**config.mk**
```make
export PLATFORM = sky130hd
export DESIGN_NAME = hazard_ctrl
export DESIGN_NICKNAME = d
export VERILOG_FILES = /design/src/rtl/hazard_ctrl.sv
export SDC_FILE = /design/constraint.sdc
export NUM_CORES = 1
export LEC_CHECK = 0
export CORE_MARGIN = 2
export CORE_UTILIZATION = 56
export CTS_CLUSTER_SIZE = 14
export DETAILED_ROUTE_END_ITERATION = 8
export PLACE_DENSITY_LB_ADDON = 0.05
export SYNTH_ARGS = -nofsm -noshare
export SYNTH_HDL_FRONTEND = slang
export SYNTH_SLANG_ARGS = --single-unit
```
**constraint.sdc**
```tcl
create_clock -name clock -period 3.5 [get_ports clock]
set_clock_uncertainty 0.05 [all_clocks]
set_input_delay 0.7 -clock clock [delete_from_list [all_inputs] [get_ports clock]]
set_output_delay 0.7 -clock clock [all_outputs]
set_load 0.01 [all_outputs]
```
**src/rtl/hazard_ctrl.sv**
```systemverilog
// Y86 pipeline hazard control: register scoreboard, ret sequencing, stall counting.
// Define HAZARD_FWD_EN when forwarding exists, so only load-use stalls remain.
module hazard_ctrl #(
    parameter int WB_DIST = 3,
    parameter int CNT_W   = 16
) (
    input  logic             clock,
    input  logic             reset,
    input  logic             d_valid,
    input  logic [3:0]       d_icode,
    input  logic [3:0]       d_srcA,
    input  logic [3:0]       d_srcB,
    input  logic [3:0]       d_dstE,
    input  logic [3:0]       d_dstM,
    input  logic             e_mispredict,
    output logic             f_stall,
    output logic             d_stall,
    output logic             d_bubble,
    output logic             e_bubble,
    output logic             issue,
    output logic [CNT_W-1:0] stall_cnt
);

    typedef enum logic [1:0] {R_IDLE, R_E, R_M, R_W} ret_state_e;

    localparam logic [1:0] WB = WB_DIST[1:0];
    localparam logic [3:0] I_RET = 4'h9;

    ret_state_e       state_q, state_d;
    logic [14:0][1:0] cnt_q, cnt_d;
    logic [14:0]      ld_q, ld_d;
    logic [CNT_W-1:0] stall_cnt_q, stall_cnt_d;
    logic [15:0]      busy;
    logic             hz;
    logic             ret_in_d;

    // Register 15 (4'hF) never appears busy, so "none" sources never match.
    always_comb begin
        busy = '0;
        for (int r = 0; r < 15; r++) begin
`ifdef HAZARD_FWD_EN
            busy[r] = (cnt_q[r] == WB) && ld_q[r];
`else
            busy[r] = (cnt_q[r] != 2'd0);
`endif
        end
    end

    assign hz       = d_valid && (busy[d_srcA] || busy[d_srcB]);
    assign ret_in_d = d_valid && (d_icode == I_RET);

    always_comb begin
        f_stall  = 1'b0;
        d_stall  = 1'b0;
        d_bubble = 1'b0;
        e_bubble = 1'b0;
        issue    = 1'b0;
        if (reset || e_mispredict) begin
            d_bubble = 1'b1;
            e_bubble = 1'b1;
        end else if (hz) begin
            f_stall  = 1'b1;
            d_stall  = 1'b1;
            e_bubble = 1'b1;
        end else if (state_q != R_IDLE) begin
            d_bubble = 1'b1;
            f_stall  = (state_q != R_W);
        end else if (ret_in_d) begin
            f_stall = 1'b1;
            issue   = 1'b1;
        end else begin
            issue = d_valid;
        end
    end

    always_comb begin
        state_d = state_q;
        unique case (state_q)
            R_IDLE: if (issue && d_icode == I_RET) state_d = R_E;
            R_E:    state_d = R_M;
            R_M:    state_d = R_W;
            R_W:    state_d = R_IDLE;
            default: state_d = R_IDLE;
        endcase
    end

    // dstM is checked first so a shared destination keeps its load flag.
    always_comb begin
        cnt_d = cnt_q;
        ld_d  = ld_q;
        for (int r = 0; r < 15; r++) begin
            if (issue && d_dstM == r[3:0]) begin
                cnt_d[r] = WB;
                ld_d[r]  = 1'b1;
            end else if (issue && d_dstE == r[3:0]) begin
                cnt_d[r] = WB;
                ld_d[r]  = 1'b0;
            end else if (cnt_q[r] != 2'd0) begin
                cnt_d[r] = cnt_q[r] - 2'd1;
                if (cnt_q[r] == 2'd1) ld_d[r] = 1'b0;
            end
        end
    end

    always_comb begin
        stall_cnt_d = stall_cnt_q;
        if (d_stall && !(&stall_cnt_q)) stall_cnt_d = stall_cnt_q + CNT_W'(1);
    end

    always_ff @(posedge clock) begin
        if (reset) begin
            state_q     <= R_IDLE;
            cnt_q       <= '0;
            ld_q        <= '0;
            stall_cnt_q <= '0;
        end else begin
            state_q     <= state_d;
            cnt_q       <= cnt_d;
            ld_q        <= ld_d;
            stall_cnt_q <= stall_cnt_d;
        end
    end

    assign stall_cnt = stall_cnt_q;

endmodule

```
# [After elaboration in Yosys (flattened, before gate mapping)]
# Index checks and enable logic that the tools add are counted.
[totals] register_bits=48 output_inout_bits=21 word_cells=206
[classes] add_sub_neg=16 order_cmp=2 eq_ne=34 mux=65 reduce_logical=72
[op_table] operator="$mux W2" count=46
[op_table] operator="$eq A4 B4 Y1 const B" count=15
[op_table] operator="$reduce_bool A3 Y1" count=15
[op_table] operator="$logic_and A1 B1 Y1" count=34
[op_table] operator="$eq A4 B3 Y1 const B" count=8
[op_table] operator="$reduce_bool A2 Y1" count=16
[op_table] operator="$sub A2 B1 Y2 const B" count=15
[op_table] operator="$add A16 B1 Y16 const B" count=1
[op_table] operator="$eq A4 B2 Y1 const B" count=4
[op_table] operator="$mux W1" count=16
[op_table] operator="$reduce_and A16 Y1" count=1
[op_table] operator="$lt A4 B5 Y1 const B" count=2
[op_table] operator="$bmux W1 S4" count=2
[op_table] operator="$eq A4 B1 Y1 const B" count=2
[op_table] operator="$logic_not A4 Y1" count=2
[op_table] operator="$pmux W2 S4" count=1
[op_table] operator="$eq A2 B2 Y1 const B" count=2
[op_table] operator="$ne A2 B2 Y1 const B" count=2
[op_table] operator="$eq A2 B1 Y1 const B" count=1
[op_table] operator="$logic_not A2 Y1" count=1
[op_table] operator="$logic_or A1 B1 Y1" count=2
[op_table] operator="$logic_not A1 Y1" count=1

# [Logic depth before layout (Yosys ltp)]
[logic_depth] ltp_word=10 mapped_depth=11

# [Worst setup path after synthesis]
# OpenSTA, ideal clock, no wires.
[synth_path] kind="input to output" from="input d_srcA[2]" to="output d_bubble" arrival_ns=2.344 required_ns=2.750 slack_ns=0.406 cell_stages=10 path_cell_list="buf_2 mux2i_1 mux4_2 nand2b_1 and3_1 buf_6 buf_6 buf_6 nor2_1 o21ai_0"
[synth_via] elab_chain_cells=6
[synth_rtl] element="start, declared" line_no="11" rtl="input logic [3:0] d_srcA,"
[synth_rtl] element="$bmux W1 S4" line_no="49" rtl="assign hz = d_valid && (busy[d_srcA] || busy[d_srcB]);"
[synth_rtl] element="$mux W1 (not written as such)" line_no="49"
[synth_rtl] element="$logic_or A1 B1 Y1" line_no="49"
[synth_rtl] element="$logic_and A1 B1 Y1" line_no="49"
[synth_rtl] element="$mux W1" line_no="61" rtl="end else if (hz) begin"
[synth_rtl] element="$mux W1" line_no="58" rtl="if (reset || e_mispredict) begin"
[synth_rtl] element="end, declared" line_no="18" rtl="output logic d_bubble,"
# No other way between the ends. The select of a mux whose other input is x is not followed.

# [Final worst setup path]
[layout_path] from="input d_srcA[1]" to="output d_bubble"
# Same word-level chain as after synthesis.

==> impl_results.md <==
* Clock Path Buffers at 2
* Vias in the first global route at 2774
* Ys async rst share at 0%
* Critical Path RT at 2.75 ns
* Most used DFF post-synth: dfxtp_1
* CTS tree: built
* TritonRoute pass-1 iters at 4
* Switching power at around 0.99 mW
* GR Overflow Total at 0
* Crit. path cell count at 9
* Final setup fails at 0
* Net Sw Frac at 38.7%
* Sequential area share after synthesis at 29.1%
* Status: finished, final reports clean
* Reg power frac at between 30% and 40%
* CTS H-Tree Depth at 2
* Core box area at 5610 µm²
* Kind of critical path: in -> out
* Tot GR Track Use at 24.9%
* Achievable frequency at 292 MHz
* Starting Density at roughly three fifths
* Dpl hpwl at 5740 µm
* CP max stage cell: clkdlybuf4s50_1
* Combinational share of power at 51.4%
* Reg clk slew, reported paths at 0.09 ns
* Die span in y at 80.8 µm
* Synthesis-stage register bit count at 48
* Cell count after synthesis at ~400
* Port bufs at 44
* First-pass GRT wire length at 12700 µm
* Pin count of the biggest net entering global routing at 47
* Hold path depth at 1
* Die area at 6520 µm²
* Pre-CTS setup slack at -0.351 ns
* Leakage at 1.67 nW
* Crit start category: input port
* Max cap viols at 0
* Final #Nets at 510
* Syn Nets at 460
* Total wire length at 7630 µm
* I/O Pins at 45
* Initial drt markers at between 200 and 250
* Crit path max-delay family: buffers and inverters
* CP endpoint kind: output pin
* Ys Warns at 0
* Worst setup margin at 0.0718 ns
* Worst hold-check path type: reg -> reg
* DR DRC count at 0
* Clock Latency Late Sink at 0.30 ns
* Post-synth EDFFs at 0
* Most frequent cells in the layout: dfxtp_1, inv_1, nor2_1
* Commonest non-fill, non-tap cell in the layout: dfxtp_1
* Root Driver: clkbuf_8
* Min Tclk post-route at 3.43 ns
* Slew Viols, Final at 0
* Avg Inst Size Synth at 8.21 µm²
* Pwr dens at 638 nW/µm²
* Power share of the clock group at 17.5%
* Power Internal at approximately 1.6 mW
* Vias per cell at 5.71
* Post-layout util at 71.5%
* CP Data Arrival Time at around 2.7 ns
* Rel. slew slack at 59.8%
* Synth Cell Area at 3300 µm²
* Diode count at 0
* Drt wl/cell at 14.5 µm
* Via Count at 2996
* Layout cells sized above 1 at 9.49%
* Num Clock Sinks at 48
* Post-CTS Hold Fix Bufs at 0
* RSZ-0062 raised after global routing: no
* Detail Route Antenna Nets at 0
* Die width at 80.8 µm
* Tcrit/Tclk final at 97.9%
* Placer Congestion at 0.894
* Critical Path Fanout Max at 5
* Yosys cell types at 49
* Max incr delay on CP at 0.55 ns
* Filler cell count at about 470
* Tot Pwr at 2.56 mW
* Critical path cell sequence: clkdlybuf4s50_1 > buf_4 > nand2b_1 > o221ai_1 > a32oi_2 > and3_4 > nor2_1 > o21ai_0 > dlygate4sd2_1
* Row count at 27
* Final Hold Violating Endpoints at 0
* Critical path buffers and inverters at 3
* Initial antenna violation count at 0
* Worst-Margin Slew at ~0.60 ns
* CTS Buf Count at 5
* Synthesis-to-finish area growth at 21.5%
* VDD IR-drop max at 0.000350 V
* R2R cell count at 9
[through the flow]
step / hold WS (ns) / instances / setup TNS [ns] / cell area [µm²]
global placement: 0.447 / 515 / -1.32 / 3840
detailed placement: 0.463 / 515 / -1.47 / 3840
global route: 0.513 / 525 / 0 / 4010
floorplan: 0.446 / 402 / 0 / 3300
finish: 0.482 / 525 / 0 / 4010
CTS: 0.481 / 525 / 0 / 3990
[timing repair]
action,4_1_cts,5_1_grt
endpoints found under the hold margin,0,0
pin swaps,2,2
buffers inserted,2,0
endpoints found under the setup margin,5,5
resized for setup,13,7
[synth_stat cells, drive strengths merged (10+ instances only)]
| cell type | instances | area share [%] |
|---|---|---|
| mux2 | 11 | 3.8 |
| nand2 | 24 | 2.7 |
| xor2 | 10 | 2.7 |
| dfxtp | 48 | 29 |
| nand2b | 11 | 2.1 |
| nor2 | 39 | 4.4 |
| nand3 | 14 | 2.1 |
| ha | 34 | 13 |
| inv | 39 | 4.4 |
| a21o | 10 | 2.3 |
| a21oi | 19 | 2.9 |
| o21ai | 37 | 5.6 |
[state kept, by name, summed over array words and instances (netlist names)]
signal,flops
cnt_q,30
stall_cnt,16
state_q,2
[kinds of logic (layout without fill, tap and decap cells)]
logic type,Yosys count,count (layout),synth area share [%]
AOI/OAI and AO/OA,86,86,15.9
xor gates and xnor gates,15,15,3.98
adders and majority gates,34,34,12.9
DFF,48,48,29.1
and+or+nand+nor,143,143,22.9
buffers and inverters,54,105,6.94
muxes,22,22,8.34
[power groups by stage]
stage	registers [mW]	clock network [mW]	logic, mW
after detailed placement	0.811	0	1.26
after global routing	0.820	0.472	1.50
after global placement	0.803	0	1.22
after CTS	0.798	0.459	1.31
final	0.796	0.447	1.32
after floorplan	0.792	0	0.985
[layout make-up]
cell class | count | area [µm²] | share of cell area (%)
Multi-Input combinational cell | 300 | 2130 | 53.2
Sequential cell | 48 | 961 | 24.0
Timing Repair Buffer | 58 | 554 | 13.8
Inverter | 39 | 146 | 3.65
Clock buffer | 7 | 96.3 | 2.40
Tap cell | 72 | 90.1 | 2.25
Clock inverter | 1 | 30.0 | 0.749
[worst paths after layout]
check                from             to  slack (ns)
min          stall_cnt[3]   stall_cnt[3]        0.48
max             d_srcA[1]       d_bubble        0.07
max reg2reg     cnt_q[22]  stall_cnt[14]        0.73
min reg2reg  stall_cnt[3]   stall_cnt[3]        0.48
[worst reg2reg max path, cell delays in order, from the launching register on]
cell and delay [ns]:
dfxtp_1 0.36, inv_1 0.08, ha_1 0.25, mux4_2 0.49
nand2b_1 0.10, a32oi_2 0.16, and3_4 0.21, buf_4 0.23
nor4_1 0.37, mux2_2 0.37
[per-layer routing]
layer | global-route usage, % | share of wire [%] | vias up
li1 | - | - | 1509
met1 | 30.9 | 45 | 1383
met2 | 44.4 | 48 | 90
met3 | 3.89 | 5.1 | 14
met4 | 7.29 | 1.7 | 0
met5 | 0 | 0 | -
No activity file was read; power rests on OpenSTA's default activity.
